===== src/rtl/flag_write_sched.sv =====
// flag_write_sched: owns the flag register write port; init sweep, then round-robin insert/delete writes
//   ins_*/del_* : requester handshakes, ack is combinational and only in ready cycles
//   write_*     : registered write port to the flag register, held while ready_i = 0
//   init_done   : high while the sweep is complete and requests are being served
module flag_write_sched #(
  parameter int MAX_ADR_WIDTH = 10,
  parameter int ADR_WIDTH     = 10,
  parameter int BUCKET_SIZE   = 1
) (
  input  logic                     clk,
  input  logic                     reset,
  input  logic                     ready_i,
  input  logic                     clear_req,
  input  logic                     ins_req,
  input  logic [MAX_ADR_WIDTH-1:0] ins_adr,
  input  logic [BUCKET_SIZE-1:0]   ins_flags,
  output logic                     ins_ack,
  input  logic                     del_req,
  input  logic [MAX_ADR_WIDTH-1:0] del_adr,
  input  logic [BUCKET_SIZE-1:0]   del_flags,
  output logic                     del_ack,
  output logic [MAX_ADR_WIDTH-1:0] write_adr,
  output logic                     write_en,
  output logic [BUCKET_SIZE-1:0]   write_is_valid,
  output logic                     init_done
);
  localparam logic [0:0] INIT = 1'b0;
  localparam logic [0:0] RUN  = 1'b1;
  logic [0:0]             state_q, state_d;
  logic [ADR_WIDTH-1:0]   cnt_q, cnt_d;
  logic                   last_del_q, last_del_d;
  logic [MAX_ADR_WIDTH-1:0] write_adr_q, write_adr_d;
  logic                   write_en_q, write_en_d;
  logic [BUCKET_SIZE-1:0] write_is_valid_q, write_is_valid_d;
  logic                   serve, grant_ins, grant_del;
  always_comb begin
    serve            = state_q == RUN && ready_i && !clear_req;
    // on a tie the requester that did not win last time goes first
    grant_ins        = serve && ins_req && (!del_req || last_del_q);
    grant_del        = serve && del_req && (!ins_req || !last_del_q);
    state_d          = state_q;
    cnt_d            = cnt_q;
    last_del_d       = last_del_q;
    write_adr_d      = write_adr_q;
    write_en_d       = write_en_q;
    write_is_valid_d = write_is_valid_q;
    if (ready_i && state_q == INIT) begin
      write_en_d       = 1'b1;
      write_adr_d      = MAX_ADR_WIDTH'(cnt_q);
      write_is_valid_d = '0;
      cnt_d            = cnt_q + 1'b1;
      state_d          = &cnt_q ? RUN : INIT;
    end else if (ready_i) begin
      write_en_d       = grant_ins || grant_del;
      write_adr_d      = grant_ins ? ins_adr : grant_del ? del_adr : write_adr_q;
      write_is_valid_d = grant_ins ? ins_flags : grant_del ? del_flags : write_is_valid_q;
      last_del_d       = grant_ins ? 1'b0 : grant_del ? 1'b1 : last_del_q;
      state_d          = clear_req ? INIT : RUN;
    end
  end
  always_ff @(posedge clk) begin
    if (reset) begin
      state_q          <= INIT;
      cnt_q            <= '0;
      last_del_q       <= 1'b1;
      write_adr_q      <= '0;
      write_en_q       <= 1'b0;
      write_is_valid_q <= '0;
    end else begin
      state_q          <= state_d;
      cnt_q            <= cnt_d;
      last_del_q       <= last_del_d;
      write_adr_q      <= write_adr_d;
      write_en_q       <= write_en_d;
      write_is_valid_q <= write_is_valid_d;
    end
  end
  assign ins_ack        = !reset && grant_ins;
  assign del_ack        = !reset && grant_del;
  assign write_adr      = write_adr_q;
  assign write_en       = write_en_q;
  assign write_is_valid = write_is_valid_q;
  assign init_done      = state_q == RUN;
endmodule

===== config.mk =====
export PLATFORM = sky130hd
export DESIGN_NAME = flag_write_sched
export DESIGN_NICKNAME = d
export VERILOG_FILES = /design/src/rtl/flag_write_sched.sv
export SDC_FILE = /design/constraint.sdc
export NUM_CORES = 1
export LEC_CHECK = 0
export ABC_AREA = 0
export ABC_CLOCK_PERIOD_IN_PS = 1750
export CAP_MARGIN = 20
export CORE_MARGIN = 5
export CORE_UTILIZATION = 44
export CTS_BUF_LIST = sky130_fd_sc_hd__clkbuf_4
export DETAILED_ROUTE_END_ITERATION = 7
export HOLD_SLACK_MARGIN = 0.12
export PLACE_DENSITY = 0.91
export SYNTH_ARGS = -nofsm -noshare
export SYNTH_HDL_FRONTEND = slang
export SYNTH_SLANG_ARGS = --single-unit

===== constraint.sdc =====
create_clock -name clk -period 1.75 [get_ports clk]
set_input_delay 0.35 -clock clk [delete_from_list [all_inputs] [get_ports clk]]
set_output_delay 0.35 -clock clk [all_outputs]
set_load 0.1 [all_outputs]

=== After elaboration in Yosys (flattened, before gate mapping) ===
Index checks and enable logic that the tools add are counted.

* $add $sub $neg: 1
* Mux-type cells: 14
* Bitwise logic cells: 2
* Reduce and logical (&&, ||, !) cells: 25

{| class="wikitable"
|+ Operators by type and width
! cell !! count
|-
| $mux W10 || 4
|-
| $add A10 B1 Y10 const B || 1
|-
| $mux W1 || 10
|-
| $reduce_and A10 Y1 || 1
|-
| $logic_and A1 B1 Y1 || 9
|-
| $logic_not A1 Y1 || 5
|-
| $reduce_and A2 Y1 || 2
|-
| $reduce_bool A2 Y1 || 2
|-
| $logic_or A1 B1 Y1 || 3
|-
| $reduce_and A3 Y1 || 1
|-
| $reduce_bool A3 Y1 || 1
|-
| $not A1 Y1 || 2
|-
| $reduce_or A2 Y1 || 1
|}

* Bits in registers: 24
* Input bits: 28
* Output and inout port bits: 15
* Logic and storage cells: 48

=== Depth between registers and ports, before layout ===
* Word-level depth: 8
* Gate-level depth with buffers: 5
* Gate-level depth less buffers: 5

=== Least setup slack after synthesis ===
No wires, ideal clock.

* Path type: register to register
* Start point: register state_q, in the netlist init_done
* End point: register write_adr_q[0], in the netlist write_adr[0]
* Setup time: 0.063 ns
* Arrival time: 2.708 ns
* Required time: 1.687 ns
* Setup slack: -1.022 ns
* Stages on the path, launching flop included: 5
* Buffers on the path: 0
* Period minus slack after synthesis: 2.772 ns
* Cell sequence: dfxtp_1 -> nand4bb_1 -> nor2_2 -> a22o_1 -> a221o_1

* Cells in the longest elaborated chain, start to end: 7
* Elaborated cells between the ends (all ways): 14
* Those cells by class: mux (3); bitwise (1); reduce/logical (10)

{| class="wikitable"
|+ RTL lines
! what !! line !! RTL
|-
| start, declared || 29 || <nowiki>logic [0:0] state_q, state_d;</nowiki>
|-
| start signal, assigned || 70 || <nowiki>state_q <= state_d;</nowiki>
|-
| $logic_and A1 B1 Y1 (2 in a row) || 37 || <nowiki>serve = state_q == RUN && ready_i && !clear_req;</nowiki>
|-
| $logic_and A1 B1 Y1 (2 in a row) || 39 || <nowiki>grant_ins = serve && ins_req && (!del_req || last_del_q);</nowiki>
|-
| $mux W10 || 55 || <nowiki>write_adr_d = grant_ins ? ins_adr : grant_del ? del_adr : write_adr_q;</nowiki>
|-
| $mux W10 || 53 || <nowiki>end else if (ready_i) begin</nowiki>
|-
| $mux W10 || 47 || <nowiki>if (ready_i && state_q == INIT) begin</nowiki>
|-
| end signal, assigned || 73 || <nowiki>write_adr_q <= write_adr_d;</nowiki>
|-
| end, declared || 32 || <nowiki>logic [MAX_ADR_WIDTH-1:0] write_adr_q, write_adr_d;</nowiki>
|}

Parallel ways exist; a longest one is shown, timed or not. The select of a mux whose other input is x is not followed.
A chain may end at the register's enable or synchronous reset.

=== Worst setup path in the final report ===
* Start point: register state_q, in the netlist init_done
* End point: output ins_ack

* Cells in the longest elaborated chain, start to end: 5

{| class="wikitable"
|+ RTL lines
! what !! line !! RTL
|-
| $logic_and A1 B1 Y1 (2 in a row) || 37 ||
|-
| $logic_and A1 B1 Y1 (2 in a row) || 39 ||
|-
| $logic_and A1 B1 Y1 || 78 || <nowiki>assign ins_ack = !reset && grant_ins;</nowiki>
|-
| end, declared || 17 || <nowiki>output logic ins_ack,</nowiki>
|}

Every way passes these cells.

==> results.md <==
* Status: complete, no violations
* Synth unique cells at 34
* CP endpoint: ins_ack
* P&R area growth vs syn at 76.24%
* WP data required at between 1 and 1.5 ns
* Total track usage at 0.2031
* Final Cycle Share at 0.9309
* Grt ovf at 0
* Total number of vias at 1145
* Antenna Cells at 0
* Routability Congestion at 0.7794
* Largest net degree at the start of global routing at 15
* Post-synthesis sequential area ratio at 0.4429
* Hpwl dp at 2696 um
* Post-route minimum period at 1.629 ns
* Final setup margin at between 0.1 and 0.15 ns
* # Max-Cap Violations at 0
* Total CTS buffers at 3
* Root Buffer: clkbuf_4
* R2r setup slk at around 0.19 ns
* Area post-placement at 1843 um2
* Yosys warns at 0
* Post-Place Worst Slack at -0.2918 ns
* Number of primary I/O pins at 43
* Clock slew at reported path FFs at 0.13 ns
* Syn nets at about 140
* Clock Skew at 0.004501 ns
* Final Non-Filler Cells at 203
* CP Launch Point: init_done
* Register bit count reported by yosys at 24
* Power Total at between 1 and 1.5 mW
* Die area at 3559 um2
* Std cell rows at 18
* Fmax at 613.8 MHz
* Post-synthesis instance total at 112
* Fin util at 0.7934
* Initial antenna violation count at 0
* DRC Markers at 0
* Worst-path fanout max at 10
* TritonRoute pass-1 iters at 4
* Layout cells sized above 1 at 0.2601
* Hold Crit Depth at 3
* Worst-Skew Late Latency at between 0.3 and 0.4 ns
* VDD IR-drop max at about 0.66 mV
* Tightest Hold Check Type: input port to register
* Syn_area_per_cell at approximately 9.7 um2
* Setup tns final at 0 ns
* Global-route wire length before repair at 5368 um
* Initial Utilization at 0.4502
* Clk sinks at 24
* # placed instances at 197
* Core area at approximately 2400 um2
* First DRT Iteration DRCs at 18
* Synth Cell Area at 1085 um2
* Hold Violations, Final at 0
* IO buf count at 42
* RSZ-0062 raised after global routing: false
* Slew HR at 0.5444
* H-tree depth at 1
* Leakage Power at between 0.7 and 0.8 nW
* Worst Setup Start Kind: register
* Critical Path End Type: primary output
* CTS tree: done
* Max-slew violations at 0
* Vias per cell at between 5 and 6
* Reg-to-Reg Start: last_del_q
* Design Area, Final at 1912 um2
* R2R depth at 6
* Total length of routed wires at about 3300 um
* Die Y at 59.66 um
* Chip Width at 59.66 um
* FF-to-FF End: write_adr[4]
* Clock Tree Buf Depth at 2
* Layout fillers at 144
* Final ANT Viol Nets at 0
* Power Density at 601.1 nW/um2
* WL/cell at 16.28 um
* CP Class: register to primary output
* Number of setup violations in the final report at 0
* Arrival time at the worst endpoint at roughly 1.3 ns
* Nets@finish at a little over 200
* Vias in the first global route at 1180
* Worst hold margin at 0.3818 ns
* Actual slew at the worst max-slew pin at 0.6834 ns
-- logic make-up (layout without fill, tap and decap cells) --
kind of cell | after synthesis | in the layout | share of synthesized area
AND/OR/NAND/NOR | 39 | 39 | 0.1938
AO/OA/AOI/OAI | 34 | 34 | 0.2595
flip-flops | 24 | 24 | 0.4429
XOR/XNOR | 8 | 8 | 0.06459
buffers and inverters | 5 | 66 | 0.01845
adder cells (fa/ha/maj) | 1 | 1 | 0.01153
multiplexers | 1 | 1 | 0.009228
-- area by class of cell --
type,instances,area (um2),share of cell area
Timing Repair Buffer,60,719.4,0.3763
Multi-Input combinational cell,83,610.6,0.3194
Sequential cell,24,484.2,0.2533
Tap cell,30,37.54,0.01963
Clock inverter,1,30.03,0.01571
Clock buffer,3,22.52,0.01178
Inverter,2,7.507,0.003927
-- sequential cells by signal (all words and copies together) (netlist names) --
name / cells
cnt_q: 10
init_done: 1
write_en: 1
write_adr: 10
last_del_q: 1
write_is_valid: 1
-- cell usage in the layout, fill, tap and decap left out, types with 2 or more instances in the layout --
cell,instances
nand3_1,2
nand3b_1,2
nand4b_1,2
a22o_1,9
xor2_1,3
dlygate4sd2_1,3
nor3_1,5
clkdlybuf4s50_1,22
a221o_1,9
nor2_4,2
nand2_1,5
a21oi_1,5
buf_4,17
dlymetal6s2s_1,2
o21ai_0,3
dfxtp_1,23
nand4_1,3
nor2_1,11
o21ai_2,2
clkbuf_4,3
inv_1,2
xnor2_1,5
buf_12,16
nor2b_1,2
-- power by group --
group          switching [mW]  internal, mW
logic                  0.0805        0.0992
registers              0.0110         0.553
clock network           0.173         0.232
-- worst max-delay path, cell delays in order, from the launching register on --
cell	delay (ns)
dfxtp_4	0.45
nand4bb_4	0.16
nor2_4	0.17
buf_12	0.18
-- per-layer routing --
layer | up-vias | part of all wire | track usage
met2 | 40 | 0.54 | 0.3719
li1 | 548 | - | -
met4 | 0 | 0.021 | 0.09810
met1 | 551 | 0.38 | 0.2173
met3 | 6 | 0.067 | 0.04320
met5 | - | 0 | 0
-- synth_stat cells (all sizes together) --
| cell type | instances | area, um2 |
|---|---|---|
| inv | 2 | 7.510 |
| mux2i | 1 | 10.01 |
| xnor2 | 5 | 43.79 |
| o21bai | 1 | 7.510 |
| o311ai | 1 | 8.760 |
| and3b | 1 | 8.760 |
| and3 | 1 | 6.260 |
| nand4bb | 1 | 11.26 |
| nand3 | 2 | 10.01 |
| nor2b | 2 | 12.51 |
| nand2b | 1 | 6.260 |
| o22ai | 1 | 6.260 |
| nand4b | 2 | 17.52 |
| a2111oi | 1 | 15.01 |
| nor3 | 5 | 25.02 |
| nand3b | 2 | 15.01 |
| or3 | 1 | 6.260 |
| dfxtp | 24 | 480.5 |
| ha | 1 | 12.51 |
| nand4 | 3 | 18.77 |
| clkbuf | 1 | 3.750 |
| a22oi | 1 | 7.510 |
| a21bo | 1 | 10.01 |
| o21ai | 5 | 32.53 |
| nand2 | 5 | 18.77 |
| a22o | 9 | 78.83 |
| buf | 2 | 8.750 |
| a21oi | 5 | 25.02 |
| xor2 | 3 | 26.28 |
| nor2 | 13 | 53.80 |
| a221o | 9 | 90.09 |
-- timing repair --
item / 4_1_cts / 5_1_grt
pin swaps: 3 / 2
resized for setup: 3 / 2
setup buffers: 2 / 0
hold buffers: 0 / 0
setup endpoints to repair: 2 / 2
-- worst min path at each step --
stage                     slack, ns    startpoint           end
after floorplan                0.48      cnt_q[1]      cnt_q[1]
after global placement         0.50      cnt_q[1]      cnt_q[1]
after detailed placement       0.53  write_adr[9]  write_adr[9]
after CTS                      0.54       del_req    last_del_q
after global routing           0.40         reset      write_en
final                          0.38         reset      write_en
Note: power is estimated with default switching activity, not from simulation.
